==> src/rtl/regfile_neg.sv <==
// regfile_neg: negedge-written register file with a per-entry busy scoreboard
// Ports: clk (state changes on negedge), rst_n (sync active-low, negedge),
//   wr_en/wr_addr/wr_data/wr_clr_busy (write + optional busy clear),
//   busy_set/busy_addr (mark entry busy on issue),
//   rd_addr/rd_data/rd_busy (NREAD packed combinational read ports), busy (scoreboard)
module regfile_neg #(
  parameter int WIDTH = 16,
  parameter int DEPTH = 8,
  parameter int NREAD = 2,
  parameter int WRITE_THROUGH = 0,
  parameter int ZERO_R0 = 0,
  localparam int AW = DEPTH > 1 ? $clog2(DEPTH) : 1
) (
  input  logic                   clk,
  input  logic                   rst_n,
  input  logic                   wr_en,
  input  logic [AW-1:0]          wr_addr,
  input  logic [WIDTH-1:0]       wr_data,
  input  logic                   wr_clr_busy,
  input  logic                   busy_set,
  input  logic [AW-1:0]          busy_addr,
  input  logic [NREAD*AW-1:0]    rd_addr,
  output logic [NREAD*WIDTH-1:0] rd_data,
  output logic [NREAD-1:0]       rd_busy,
  output logic [DEPTH-1:0]       busy
);
  localparam logic [DEPTH-1:0] ZMASK = ZERO_R0 != 0 ? DEPTH'(1) : '0;
  logic [WIDTH-1:0] mem [DEPTH];
  logic [DEPTH-1:0] busy_q;
  logic wr_ok, set_ok;
  assign wr_ok = wr_en && 32'(wr_addr) < DEPTH && !(ZERO_R0 != 0 && wr_addr == '0);
  assign set_ok = busy_set && 32'(busy_addr) < DEPTH && !(ZERO_R0 != 0 && busy_addr == '0);
  // set is applied after clear so a same-edge issue overrides the old writeback
  always_ff @(negedge clk) begin
    if (!rst_n) begin
      for (int i = 0; i < DEPTH; i++) mem[i] <= '0;
      busy_q <= '0;
    end else begin
      if (wr_ok) mem[wr_addr] <= wr_data;
      if (wr_ok && wr_clr_busy) busy_q[wr_addr] <= 1'b0;
      if (set_ok) busy_q[busy_addr] <= 1'b1;
    end
  end
  assign busy = busy_q & ~ZMASK;
  for (genvar g = 0; g < NREAD; g++) begin : g_rd
    logic [AW-1:0] a;
    logic hit;
    assign a = rd_addr[g*AW +: AW];
    assign hit = 32'(a) < DEPTH && !(ZERO_R0 != 0 && a == '0);
    assign rd_data[g*WIDTH +: WIDTH] = !hit ? '0
                                     : (WRITE_THROUGH != 0 && wr_en && wr_addr == a) ? wr_data
                                     : mem[a];
    assign rd_busy[g] = hit && busy[a];
  end
endmodule

==> config.mk <==
export PLATFORM = sky130hd
export DESIGN_NAME = regfile_neg
export DESIGN_NICKNAME = d
export VERILOG_FILES = /design/src/rtl/regfile_neg.sv
export SDC_FILE = /design/constraint.sdc
export NUM_CORES = 1
export LEC_CHECK = 0
export BUFFER_PORTS_ARGS = -buffer_cell sky130_fd_sc_hd__buf_4
export CAP_MARGIN = 20
export CORE_MARGIN = 2
export CORE_UTILIZATION = 35
export DETAILED_ROUTE_END_ITERATION = 10
export GPL_TIMING_DRIVEN = 0
export SETUP_SLACK_MARGIN = 0.5
export SKIP_CTS_REPAIR_TIMING = 1
export SLEW_MARGIN = 25
export SYNTH_ARGS = -nofsm -noshare
export SYNTH_HDL_FRONTEND = slang
export SYNTH_SLANG_ARGS = --single-unit
==> constraint.sdc <==
create_clock -name clk -period 2.4 [get_ports clk]
set_clock_uncertainty 0.05 [all_clocks]
set_input_delay 0.6 -clock clk [delete_from_list [all_inputs] [get_ports clk]]
set_output_delay 0.6 -clock clk [all_outputs]
set_load 0.05 [all_outputs]
# --- After elaboration in Yosys (flattened, before gate mapping) ---
# Memory sizes are Yosys's and may differ from the RTL's.
# Index checks and enable logic that the tools add are counted.
word_totals:
  register_bits: 8
  latchBits: 0
  ramBits: 128
  romBits: 0
  input_bits: 33
  output_inout_bits: 42
  word_cells: 33
  mem_count: 1
mem_list:
  columns: ["memory", "words", "width", "rd", "rd_clocked_by_memory_dff", "write_ports", "line", "text"]
  rows:
  - ["mem", 8, 16, 2, 0, 8, "28", "logic [WIDTH-1:0] mem [DEPTH];"]
op_classes:
  n_addsub: 0
  multipliers: 0
  div_mod_pow: 0
  n_lt_le_gt_ge: 6
  n_eq_ne: 0
  n_shift: 0
  n_mux: 18
  n_bitwise: 3
  reduce_logical: 4
ops:
  columns: ["op", "count"]
  rows:
  - ["$mux W8", 3]
  - ["$lt A3 B4 Y1 const B", 4]
  - ["$mux W16", 1]
  - ["$reduce_or A16 Y1", 1]
  - ["$mux W1", 9]
  - ["$and A8 B8 Y8", 1]
  - ["$not A8 Y8", 1]
  - ["$or A8 B8 Y8", 1]
  - ["$bmux W1 S3", 2]
  - ["$demux W1 S3", 2]
  - ["$ge A3 B1 Y1 const B", 2]
  - ["$logic_and A1 B1 Y1", 3]
  - ["$mux W3", 1]

# --- Longest topological paths before layout ---
depth:
  ltp_word: 10
  mapped_depth: 5
  ltp_nobuf: 3

==> impl_metrics.csv <==
group,metric,value,unit
pwr,swShare,0.304,
global_route,grt_use_met3,0.0692,
yosys,netlist_area,7430,µm²
sta,slew_headroom,0.324,
final_layout,final_layout_size_suffix_gt1_frac,0.514,
global_route,grt_antenna_before_repair,0,
clocking,cts_tree,"yes",
detailed_routing,post-route-drc-count,0,
detailed_routing,antenna_left,0,
yosys,ys_warn_count,0,
die,initial_core_util,0.355,
outcome,outcome,"complete, but fails checks",
detailed_routing,drt-initial-drc-count,339,
yosys,synth-seq-cells,136,
yosys,ys_async_sr_fraction,0,
die,die_w,150,µm
global_route,grt_util_met1,0.222,
place,dp.cells,787,
worst_setup_path,cp-end-kind,"output pin",
worst_setup_path,critPathRequiredTime,1.75,ns
clocking,insertion_delay,0.45,ns
die,coreArea,21000,µm²
global_route,grt_pass1_wl,29700,µm
detailed_routing,num_vias,5173,
clocking,clk_pin_slew,0.05,ns
clocking,htreeDepth,4,
sta,tightest_slew,1.01,ns
sta,fin_ws,-1.25,ns
yosys,syn_area_per_cell,16.7,µm²
pwr,combPwrFrac,0.174,
sta,rsz0062_at_grt,"yes",
global_route,grt_pass1_vias,5524,
worst_setup_path,path_max_fanout,2,
pwr,internal_power,5570,µW
clocking,cts_made_buffers,17,
global_route,busiest_layer,"met2",
sta,hold_violations,0,
global_route,grt_overflow,0,
yosys,syn_inst,445,
yosys,ys.flop_type,"edfxtp_1",
clocking,cts_max_path_buffers,2,
yosys,seq_area_frac_synth,0.539,
worst_setup_path,cp.arrival,3.00,ns
hold_path,min_path_type,"register to register",
sta,drv_slew,0,
detailed_routing,firstDrtPassIters,5,
detailed_routing,viasPerCell,5.13,
place,dp_hpwl,12800,µm
yosys,synth_edf_count,128,
final_layout,area_growth,46.4,%
pwr,ir_drop,473,µV
flow_run,maxCapViolCount,0,
final_layout,final_cells,1009,
detailed_routing,wire_per_inst,21.5,µm
worst_setup_path,crit_type,"register to output pin",
place,place.gp.congestion,0.800,
detailed_routing,finalWirelength,21700,µm
outcome,violations,"negative setup slack",
pwr,power-per-cell-area,736,nW/µm²
pwr,switchingPower,2440,µW
global_route,met2_usage,0.306,
yosys,syn-num-nets,478,
die,chipHeight,150,µm
pwr,power_leakage,0.00460,µW
die,rows,53,
worst_setup_path,cp-start-kind,"register",
worst_setup_path,reg2reg_depth,3,
place,pre_cts_ws,-1.71,ns
hold_path,hold_path_depth,2,
clocking,cts.sinks,136,
yosys,synth.distinct_cells,23,
global_route,grt_max_degree,17,
sta,setup_viol,301,
pwr,p_clk_frac,0.473,
die,ios,75,
clocking,root_buffer,"clkbuf_16",
place,port_buffers,67,
pwr,seqPwrFrac,0.353,
die,die_area,22400,µm²
global_route,grt_usage,0.186,
final_layout,final_nets,754,
[kinds of logic after synthesis]
group           Yosys count  synth area share
mux                     102             0.287
compound gates           22            0.0185
flops                   136             0.539
simple gates            153             0.127
buf+inv                  32            0.0286
[power groups by stage]
stage	logic [µW]	clock network, µW	registers (µW)
2_1_floorplan	829	339	2840
3_3_place_gp	1160	339	2840
3_5_place_dp	1180	339	2860
4_1_cts	1180	3870	2830
5_1_grt	1440	4150	2840
6_report	1390	3790	2830
[worst max-delay path, stage by stage, from the launching register on]
cell and delay (ns):
edfxtp_1 0.40, mux4_2 0.48, mux2_4 0.30, buf_6 0.16
[routing by layer]
metal / up-vias / share of wire
li1: 2300 / -
met1: 2618 / 0.38
met2: 228 / 0.53
met3: 27 / 0.073
met4: 0 / 0.017
met5: - / 0
[cells in the final DEF (no fill, tap or decap), types with 3 or more instances in the layout]
| master | instances |
|---|---|
| mux4_2 | 68 |
| o211ai_1 | 6 |
| buf_2 | 4 |
| buf_12 | 17 |
| edfxtp_1 | 128 |
| and2_1 | 64 |
| nor2_4 | 6 |
| nand3b_1 | 3 |
| mux2_4 | 34 |
| and2_4 | 64 |
| clkinv_4 | 3 |
| clkbuf_1 | 7 |
| buf_8 | 23 |
| o21ai_1 | 6 |
| buf_6 | 67 |
| nand2b_4 | 6 |
| bufinv_16 | 5 |
| buf_4 | 29 |
| inv_1 | 136 |
| dfxtp_4 | 8 |
| o21ai_4 | 6 |
| inv_4 | 3 |
| clkbuf_16 | 22 |
[sequential cells by signal (all words and copies together), names as in the netlist]
register and count:
mem 128, busy 8
[cell usage after synthesis, types with 4 or more instances]
cell type  number  area [µm²]
o211ai_1        6        45.0
clkbuf_1       17        63.8
nor2_1          6        22.5
o21ai_0        12        60.1
buf_2           6        30.0
mux4_1         58        1520
mux4_2         10         225
nand2b_1        8        50.1
buf_6           4        45.0
dfxtp_1         8         160
edfxtp_1      128        3840
and2_1        128         801
mux2_2         34         383
[final cells by class]
| cell class | instances | area, µm² |
|---|---|---|
| Sequential cell | 136 | 4030 |
| Timing Repair Buffer | 122 | 1480 |
| Clock buffer | 17 | 425 |
| Multi-Input combinational cell | 277 | 3510 |
| Antenna cell | 1 | 2.50 |
| Clock inverter | 150 | 728 |
| Fill cell | 1771 | 10100 |
| Buffer | 31 | 353 |
| Tap cell | 275 | 344 |
[path summary, 6_finish.rpt]
kind                    from     endpoint  slack (ns)
setup / recovery  mem[4][14]  rd_data[30]       -1.25
hold / removal       busy[7]      busy[7]        0.48
setup reg to reg     busy[5]      busy[5]        1.62
hold reg to reg      busy[7]      busy[7]        0.48
[stage by stage]
stage | TNS (ns) | power [µW] | utilization | hold WS, ns | cell area (µm²)
2_1_floorplan | -142.44 | 4010 | - | 0.522 | 7600
3_3_place_gp | -294.28 | 4340 | 0.403 | 0.460 | 8450
3_5_place_dp | -305.65 | 4370 | 0.404 | 0.462 | 8460
4_1_cts | -205.30 | 7880 | 0.459 | 0.467 | 9610
5_1_grt | -100.96 | 8440 | 0.519 | 0.490 | 10900
6_report | -96.14 | 8010 | 0.519 | 0.476 | 10900
Power figures use the tool's default switching activity.
